## config.mk

```make
export PLATFORM = sky130hd
export DESIGN_NAME = vlc_tx_frame_ctrl
export DESIGN_NICKNAME = d
export VERILOG_FILES = /design/src/rtl/vlc_pkg.sv /design/src/rtl/vlc_slot_timer.sv /design/src/rtl/vlc_tx_frame_ctrl.sv
export SDC_FILE = /design/constraint.sdc
export NUM_CORES = 1
export LEC_CHECK = 0
export ABC_CLOCK_PERIOD_IN_PS = 3100
export CORE_ASPECT_RATIO = 0.7
export CORE_MARGIN = 2
export CORE_UTILIZATION = 50
export CTS_CLUSTER_SIZE = 14
export DETAILED_ROUTE_END_ITERATION = 12
export PLACE_DENSITY = 0.81
export SLEW_MARGIN = 20
export SYNTH_ARGS = -nofsm -noshare
export SYNTH_HDL_FRONTEND = slang
export SYNTH_SLANG_ARGS = --single-unit
```

## constraint.sdc

```tcl
create_clock -name iClk -period 3.1 [get_ports iClk]
set_clock_uncertainty 0.2 [all_clocks]
set_input_delay 0.62 -clock iClk [delete_from_list [all_inputs] [get_ports iClk]]
set_output_delay 0.62 -clock iClk [all_outputs]
set_load 0.02 [all_outputs]
```

## src/rtl/vlc_pkg.sv

```systemverilog
// Shared types and defaults for the VLC transmit frame scheduler.
package vlc_pkg;

    localparam int          DEF_WORD_BITS = 32;
    localparam logic [31:0] DEF_PREAMBLE  = 32'hAAAA_AAAB;
    localparam logic [7:0]  DEF_HDR_TAG   = 8'hA5;
    localparam logic [31:0] DEF_FILL_WORD = 32'h0000_0000;
    localparam int          DEF_GAP_SLOTS = 2;

    typedef enum logic [2:0] {IDLE, PRE, HDR, PAY, GAP} state_t;

    // Header word layout, MSB first: tag, sequence, length, inverted length.
    typedef struct packed {
        logic [7:0] tag;
        logic [7:0] seq;
        logic [7:0] len;
        logic [7:0] lenN;
    } hdr_t;

    function automatic logic [31:0] mkHeader(input logic [7:0] tag, input logic [7:0] seq,
                                             input logic [7:0] len);
        hdr_t h;
        h.tag  = tag;
        h.seq  = seq;
        h.len  = len;
        h.lenN = ~len;
        return h;
    endfunction

endpackage

```

## src/rtl/vlc_slot_timer.sv

```systemverilog
// Mod-WORD_BITS slot counter; held at 0 while disabled so a frame always starts on count 0.
module vlc_slot_timer #(
    parameter int WORD_BITS = 32,
    parameter int CW        = $clog2(WORD_BITS)
) (
    input  logic iClk,
    input  logic iReset,
    input  logic iEn,
    output logic oSlotStart,
    output logic oPrefetch,
    output logic oCapture,
    output logic oWrap
);

    localparam logic [CW-1:0] LAST = CW'(WORD_BITS - 1);

    logic [CW-1:0] cnt;

    always_ff @(posedge iClk or posedge iReset) begin
        if (iReset)           cnt <= '0;
        else if (!iEn)        cnt <= '0;
        else if (cnt == LAST) cnt <= '0;
        else                  cnt <= cnt + 1'b1;
    end

    assign oSlotStart = iEn && (cnt == '0);
    assign oPrefetch  = iEn && (cnt == CW'(WORD_BITS - 2));
    assign oCapture   = iEn && (cnt == LAST);
    assign oWrap      = iEn && (cnt == LAST);

endmodule

```

## src/rtl/vlc_tx_frame_ctrl.sv

```systemverilog
// Frame scheduler: preamble, header, len payload words from the TX FIFO, then a silent gap.
module vlc_tx_frame_ctrl
    import vlc_pkg::*;
#(
    parameter int          WORD_BITS = DEF_WORD_BITS,
    parameter logic [31:0] PREAMBLE  = DEF_PREAMBLE,
    parameter logic [7:0]  HDR_TAG   = DEF_HDR_TAG,
    parameter logic [31:0] FILL_WORD = DEF_FILL_WORD,
    parameter int          GAP_SLOTS = DEF_GAP_SLOTS
) (
    input  logic        iClk,
    input  logic        iReset,
    input  logic        iStart,
    input  logic [7:0]  iLen,
    input  logic        iFifo_empty,
    input  logic [31:0] iFifo_data,
    output logic        oFifo_rd,
    output logic [31:0] oSer_word,
    output logic        oSer_load,
    output logic        oBusy,
    output logic        oDone,
    output logic        oUnderrun,
    output logic [7:0]  oSeq
);

    localparam int GW = (GAP_SLOTS > 1) ? $clog2(GAP_SLOTS) : 1;

    state_t          state;
    logic [7:0]      lenQ;
    logic [7:0]      wordsLeft;
    logic [GW-1:0]   gapCnt;
    logic            rdIssued;
    logic            tStart, tPrefetch, tCapture, tWrap;
    logic            prefetchSlot;
    logic [31:0]     payWord;

    vlc_slot_timer #(.WORD_BITS(WORD_BITS)) uTimer (
        .iClk       (iClk),
        .iReset     (iReset),
        .iEn        (state != IDLE),
        .oSlotStart (tStart),
        .oPrefetch  (tPrefetch),
        .oCapture   (tCapture),
        .oWrap      (tWrap)
    );

    // Prefetch only ahead of a payload slot; never during the last payload slot.
    assign prefetchSlot = tPrefetch && (((state == HDR) && (lenQ != 8'd0)) ||
                                        ((state == PAY) && (wordsLeft > 8'd1)));
    assign oFifo_rd     = prefetchSlot && !iFifo_empty;
    assign payWord      = (tCapture && rdIssued) ? iFifo_data : FILL_WORD;

    always_ff @(posedge iClk or posedge iReset) begin
        if (iReset) begin
            state     <= IDLE;
            lenQ      <= '0;
            wordsLeft <= '0;
            gapCnt    <= '0;
            rdIssued  <= 1'b0;
            oSer_word <= '0;
            oSer_load <= 1'b0;
            oBusy     <= 1'b0;
            oDone     <= 1'b0;
            oUnderrun <= 1'b0;
            oSeq      <= '0;
        end else begin
            oSer_load <= 1'b0;
            oDone     <= 1'b0;
            if (tStart) rdIssued <= 1'b0;
            if (prefetchSlot) begin
                rdIssued <= !iFifo_empty;
                if (iFifo_empty) oUnderrun <= 1'b1;
            end
            case (state)
                IDLE: if (iStart) begin
                    lenQ      <= iLen;
                    oBusy     <= 1'b1;
                    oUnderrun <= 1'b0;
                    oSer_load <= 1'b1;
                    oSer_word <= PREAMBLE;
                    state     <= PRE;
                end
                PRE: if (tWrap) begin
                    oSer_load <= 1'b1;
                    oSer_word <= mkHeader(HDR_TAG, oSeq, lenQ);
                    state     <= HDR;
                end
                HDR: if (tWrap) begin
                    if (lenQ != 8'd0) begin
                        wordsLeft <= lenQ;
                        oSer_load <= 1'b1;
                        oSer_word <= payWord;
                        state     <= PAY;
                    end else begin
                        gapCnt <= '0;
                        state  <= GAP;
                    end
                end
                PAY: if (tWrap) begin
                    wordsLeft <= wordsLeft - 8'd1;
                    if (wordsLeft == 8'd1) begin
                        gapCnt <= '0;
                        state  <= GAP;
                    end else begin
                        oSer_load <= 1'b1;
                        oSer_word <= payWord;
                    end
                end
                GAP: if (tWrap) begin
                    if (gapCnt == GW'(GAP_SLOTS - 1)) begin
                        oBusy <= 1'b0;
                        oDone <= 1'b1;
                        oSeq  <= oSeq + 8'd1;
                        state <= IDLE;
                    end else begin
                        gapCnt <= gapCnt + 1'b1;
                    end
                end
                default: state <= IDLE;
            endcase
        end
    end

endmodule

```

Word-level counts from Yosys, hierarchy flattened:

Index checks and enable logic that the tools add are counted.

* register bits: 70
* input bits: 44
* output and inout port bits: 45
* logic and storage cells: 111

* add/sub/neg operators: 4
* magnitude comparators: 1
* equality and inequality tests: 17
* muxes and demuxes: 50
* bitwise gates (word level): 1
* reduce and logical (&&, ||, !) cells: 26

Operators by type and width (number)
* two-way mux 32 bit: 7
* case mux 32 bit (4 select lines): 1
* two-way mux 1 bit: 24
* two-way mux 3 bit: 8
* two-way mux 8 bit: 3
* inequality test 2 bit (second input constant): 8
* case mux 8 bit (2 select lines): 1
* case mux 3 bit (5 select lines): 1
* AND reduction 7 bit: 2
* == test 5 bit (second input constant): 2
* two-way mux 5 bit: 2
* adder 8 x 1 -> 8 bit (second input constant): 1
* == test 8 x 1 -> 1 bit (second input constant): 1
* > comparator 8 x 1 -> 1 bit (second input constant): 1
* logical AND 1 bit: 8
* inverter 8 bit: 1
* AND reduction 4 bit: 2
* nonzero test 8 bit: 1
* subtractor 8 x 1 -> 8 bit (second input constant): 1
* == test 3 x 2 -> 1 bit (second input constant): 2
* AND reduction 6 bit: 1
* nonzero test 2 bit: 3
* nonzero test 3 bit: 2
* adder 5 x 1 -> 5 bit (second input constant): 1
* other kinds (14): 15

Logic depth before layout (Yosys ltp):

* depth after elaboration: 7
* gate-level depth with buffers: 8
* depth with buffers taken out: 7

Hierarchy:

From an unflattened synthesis, not the netlist that was laid out.

* cell total of the unflattened synthesis: 342
* area, all modules: 3698.5 um^2

Modules (own cells, without submodules)
* vlc_tx_frame_ctrl: times used 1, cells an instance 312, area each 3393.3 um^2, sequential area each 1626.6 um^2
* vlc_slot_timer: times used 1, cells an instance 30, area each 305.3 um^2, sequential area each 125.1 um^2

Least setup slack after synthesis:

OpenSTA, ideal clock, no wires.

* path kind: flip-flop to output port
* start point: reg state[0]
* end point: out oFifo_rd
* arrival time: 1.482 ns
* data required time: 2.280 ns
* path slack: 0.798 ns
* cell stages (with the launch flop): 7
* path buffers: 3
* path through: dfrtp_1 buf_6 buf_2 buf_1 a21oi_1 a22oi_1 nor2_1

* longest elaborated chain between the ends: 5
* elaborated cells between the ends (all ways): 9
* classes of those cells: eq/ne (2); reduce/logical (7)

RTL lines
* start, declared: RTL line vlc_tx_frame_ctrl.sv:28 `state_t state;`
* start signal, assigned: RTL line vlc_tx_frame_ctrl.sv:55 `state <= IDLE;`
* start signal, assigned: RTL line vlc_tx_frame_ctrl.sv:81 `state <= PRE;`
* start signal, assigned: RTL line vlc_tx_frame_ctrl.sv:86 `state <= HDR;`
* == test 3 x 2 -> 1 bit, on equally long branches: RTL line vlc_tx_frame_ctrl.sv:48, vlc_tx_frame_ctrl.sv:49
* logical AND 1 bit, on equally long branches: RTL line vlc_tx_frame_ctrl.sv:48, vlc_tx_frame_ctrl.sv:49
* logical OR 1 bit: RTL line vlc_tx_frame_ctrl.sv:48 `assign prefetchSlot = tPrefetch && (((state == HDR) && (lenQ != 8'd0)) ||`
* logical AND 1 bit (*): RTL line vlc_tx_frame_ctrl.sv:48
* logical AND 1 bit (*): RTL line vlc_tx_frame_ctrl.sv:50 `assign oFifo_rd = prefetchSlot && !iFifo_empty;`
* end, declared: RTL line vlc_tx_frame_ctrl.sv:17 `output logic oFifo_rd,`

Mark *: on every way between the ends. The rest lies on a longest branch, timed or not.

Final worst setup path:

* start point: reg lenQ[2]
* end point: out oFifo_rd

* longest elaborated chain between the ends: 5

RTL lines
* start, declared: RTL line vlc_tx_frame_ctrl.sv:29 `logic [7:0] lenQ;`
* start signal, assigned: RTL line vlc_tx_frame_ctrl.sv:76 `lenQ <= iLen;`
* nonzero test 8 bit: RTL line vlc_tx_frame_ctrl.sv:48
* logical AND 1 bit: RTL line vlc_tx_frame_ctrl.sv:48
* logical OR 1 bit: RTL line vlc_tx_frame_ctrl.sv:48
* logical AND 1 bit: RTL line vlc_tx_frame_ctrl.sv:48
* logical AND 1 bit: RTL line vlc_tx_frame_ctrl.sv:50

Every way passes these cells.

==> qor.txt <==
======================================================================================
Unrepaired setup endpoints after global routing .........................        false
Die Ht ..................................................................      75.5 um
CTS Sinks ...............................................................           70
Biggest fanout along the worst timing path ..............................            5
Routability Congestion ..................................................        0.867
Library cell contributing the largest single delay on the critical path . sky130_fd_sc_hd__dfrtp_1
End point of the most critical hold path ................................ uTimer.cnt[0]$_DFF_PP0_
Count of fill cells added during filler insertion .......................          557
Post-synthesis instance total ...........................................          322
Maximum number of pins on one net before global-route repair ............           71
TritonCTS buffer count ..................................................            9
Synth Warn # ............................................................            0
CTS H-tree lvls .........................................................            3
Layout cells sized above 1 ..............................................        18.7%
Hold Crit Class .........................................................   reg -> reg
Post-placement setup slack ..............................................    0.0369 ns
Share of flip-flops with an asynchronous set or reset ...................         100%
Port buffer count .......................................................           88
Routed Wire Length ......................................................      9160 um
Main flop type after synthesis .......................................... sky130_fd_sc_hd__dfrtp_1
Final Hold Vio Count ....................................................            0
Register-to-Register Setup Slack ........................................      0.51 ns
Drt initial violations ..................................................          167
Die Outline Area ........................................................     8010 um2
Total Power Consumption .................................................      3.52 mW
#FFs+latches synth ......................................................           70
Period utilization ......................................................        93.4%
Post-synthesis instance area ............................................     3650 um2
Final setup TNS .........................................................         0 ns
CTS tree ................................................................         done
Post-Place Cell Area ....................................................     4670 um2
R2r startpoint .......................................................... uTimer.cnt[0]$_DFF_PP0_
Data arrival time at the worst-slack endpoint ...........................      2.07 ns
Die Span X ..............................................................       106 um
Detail-routed via count per cell ........................................         5.62
Storage element area ....................................................     1750 um2
Data required time at the worst endpoint ................................      2.28 ns
Antenna violation net count after detailed routing ......................            0
Antenna cell count ......................................................            0
Multi-input combinational cell area .....................................     1720 um2
Overall track demand over capacity in global routing ....................        24.3%
Distinct cells, synth ...................................................           49
Syn_area_per_cell .......................................................     11.3 um2
Peak Freq ...............................................................    0.345 GHz
Row cnt .................................................................           26
CP Launch Type ..........................................................         flop
Count of cells along the worst hold path ................................            1
Net count of the finished layout ........................................          465
Count of endpoints failing setup in the final report ....................            0
Clock buffer depth ......................................................            2
Final Critical Period ...................................................      2.89 ns
Synthesis-to-finish area growth .........................................        32.9%
HPWL after detailed placement ...........................................      6570 um
Critical R2R Capture .................................................... oSer_word[3]$_DFFE_PP0P_
Number of I/O pins ......................................................           89
Endpoint kind of the worst setup timing path ............................  output port
Headroom to the max-slew limit ..........................................        67.6%
Count of flip-flops with a built-in enable after synthesis ..............            0
Source of the worst hold timing path .................................... uTimer.cnt[0]$_DFF_PP0_
Type of the worst setup path ............................................   reg -> out
Areal power density over the cells ......................................   725 nW/um2
R2R depth ...............................................................            7
Run status .............................................................. complete, no violations
Seq/Total Area, Yosys ...................................................        48.0%
Non-Filler Cell Area, Final .............................................     4850 um2
Core box area ...........................................................     7190 um2
Longest individual stage delay on the worst path ........................      0.48 ns
Final-report max-slew violation count ...................................            0
Critical Path, Cell by Cell ............................................. nor4_1 -> buf_4 -> a21oi_1 -> a22oi_2 -> nor2_1 -> dlygate4sd2_1
Least-Margin Pin Slew ...................................................     0.487 ns
Global-route wire length before repair ..................................     14800 um
Initial Util ............................................................        50.8%
Remaining DRCs ..........................................................            0
Post-Syn Nets ...........................................................          373
Clock transition at path regs ...........................................      0.07 ns
Length of the first detailed-routing pass in iterations .................            4
Clk root buf ............................................................ sky130_fd_sc_hd__clkbuf_8
Antenna violations before repair ........................................            0
Final global-route overflow total .......................................            0
Clock insertion delay at the later pin of the skew report ...............      0.33 ns
Per-cell routed wire length .............................................      17.8 um
Max rail drop VDD .......................................................     0.343 mV
Static Leak .............................................................      2.20 nW
Via count of the routed design ..........................................         2902
Number of global-route vias before repair ...............................         2841
Maxcap violations .......................................................            0
Worst setup slack after layout ..........................................     0.206 ns
======================================================================================
per-layer routing:
layer  GRT usage [%]  share of wire (%)  vias up
li1                -                  -     1352
met1            34.8                 48     1439
met2            37.6                 44       97
met3            5.47                6.6       14
met4            7.75                1.6        0
met5               0                  0        -
worst max path at each step:
| stage | start | end | slack, ns |
|---|---|---|---|
| 6_report | lenQ[2]$_DFFE_PP0P_ | oFifo_rd | 0.21 |
| 5_1_grt | lenQ[2]$_DFFE_PP0P_ | oFifo_rd | 0.12 |
| 4_1_cts | lenQ[2]$_DFFE_PP0P_ | oFifo_rd | 0.22 |
| 3_5_place_dp | lenQ[6]$_DFFE_PP0P_ | oFifo_rd | 0.04 |
| 3_3_place_gp | lenQ[6]$_DFFE_PP0P_ | oFifo_rd | 0.12 |
| 2_1_floorplan | iReset | gapCnt$_DFFE_PP0P_ | 0.51 |
stage by stage:
step	hold WS (ns)	util [%]	cells
floorplan	0.260	-	322
global placement	0.284	64.9	501
detailed placement	0.286	64.9	501
CTS	0.295	67.5	516
global route	0.317	67.5	516
finish	0.297	67.5	516
Yosys cell counts, types with 2 or more instances:
library cell / count / share of area (%)
sky130_fd_sc_hd__mux2_4: 26 / 11
sky130_fd_sc_hd__ha_1: 7 / 2.4
sky130_fd_sc_hd__a31oi_1: 2 / 0.34
sky130_fd_sc_hd__nor2_1: 13 / 1.3
sky130_fd_sc_hd__and4_1: 2 / 0.48
sky130_fd_sc_hd__and3_1: 5 / 0.86
sky130_fd_sc_hd__o22ai_1: 2 / 0.34
sky130_fd_sc_hd__buf_2: 4 / 0.55
sky130_fd_sc_hd__buf_6: 5 / 1.5
sky130_fd_sc_hd__dfrtp_1: 70 / 48
sky130_fd_sc_hd__mux2_2: 11 / 3.4
sky130_fd_sc_hd__o21ai_0: 13 / 1.8
sky130_fd_sc_hd__nand3b_1: 2 / 0.41
sky130_fd_sc_hd__a211oi_1: 3 / 0.62
sky130_fd_sc_hd__a2bb2oi_1: 2 / 0.48
sky130_fd_sc_hd__nor3b_1: 2 / 0.41
sky130_fd_sc_hd__a211o_1: 15 / 3.6
sky130_fd_sc_hd__nor4_1: 2 / 0.34
sky130_fd_sc_hd__clkbuf_1: 12 / 1.2
sky130_fd_sc_hd__mux2i_1: 5 / 1.4
sky130_fd_sc_hd__o2bb2ai_1: 3 / 0.72
sky130_fd_sc_hd__and2_1: 2 / 0.34
sky130_fd_sc_hd__nand2_1: 13 / 1.3
sky130_fd_sc_hd__xor2_1: 3 / 0.72
sky130_fd_sc_hd__nor3_1: 8 / 1.1
sky130_fd_sc_hd__xnor2_1: 6 / 1.4
sky130_fd_sc_hd__nand3_1: 7 / 0.96
sky130_fd_sc_hd__a31o_2: 2 / 0.48
sky130_fd_sc_hd__a22o_1: 9 / 2.2
sky130_fd_sc_hd__nand4_1: 2 / 0.34
sky130_fd_sc_hd__nor2b_1: 2 / 0.34
sky130_fd_sc_hd__a22oi_1: 4 / 0.82
sky130_fd_sc_hd__inv_1: 21 / 2.2
sky130_fd_sc_hd__a21oi_1: 22 / 3.0
area by class of cell:
cell class	instances	share of cell area (%)
clock buffers	11	2.91
clock inverters	4	0.490
inverters	21	1.62
multi-input cells	209	35.4
flip-flops and latches	70	36.1
well taps	98	2.53
repair buffers	103	21.0
state kept, by name (all words and copies together) (netlist names):
register / flops
oUnderrun: 1
oDone: 1
oBusy: 1
oSer_word: 32
rdIssued: 1
oSeq: 8
gapCnt: 1
lenQ: 8
state: 3
uTimer.cnt: 5
wordsLeft: 8
oSer_load: 1
worst max-delay path: cells and delay by family (launching register included):
family	cells	cell delay (ns)
compound gates	2	0.38
buf+inv	2	0.50
flops	1	0.48
simple gates	2	0.37
kinds of logic after synthesis:
| group | after synthesis | synth area share (%) |
|---|---|---|
| and+or+nand+nor | 67 | 10.1 |
| buffers and inverters | 43 | 5.58 |
| muxes | 42 | 15.5 |
| xor gates and xnor gates | 9 | 2.16 |
| adders and majority gates | 7 | 2.40 |
| DFF | 70 | 48.0 |
| AOI/OAI and AO/OA | 84 | 16.3 |
report_power, final:
group	switching, mW	total (mW)	internal, mW
clock	0.328	0.634	0.305
sequential	0.207	1.34	1.13
combinational	0.675	1.54	0.870
what timing repair did:
| item | 4_1_cts | 5_1_grt |
|---|---|---|
| resized for setup | 5 | 0 |
| setup endpoints to repair | 1 | 0 |
| buffers inserted | 0 | 0 |
| hold buffers | 0 | 0 |
placed cells by master (no fill, tap or decap), drive strengths merged, types with 3 or more instances in the layout:
cell           netlist  routed
a22o                 9       9
xnor2                6       6
o21ai               14      14
a211o               15      15
dfrtp               70      70
xor2                 3       3
nor2                13      13
clkdlybuf4s50        0      87
ha                   7       7
o2bb2ai              3       3
buf                 10      15
and3                 5       5
a211oi               3       3
mux2                37      37
mux2i                5       5
inv                 21      21
clkinv               0       4
nand2               13      13
a21oi               22      22
clkbuf              12      11
a22oi                4       4
nand3                7       7
nor3                 9       9
Power figures use the tool's default switching activity.
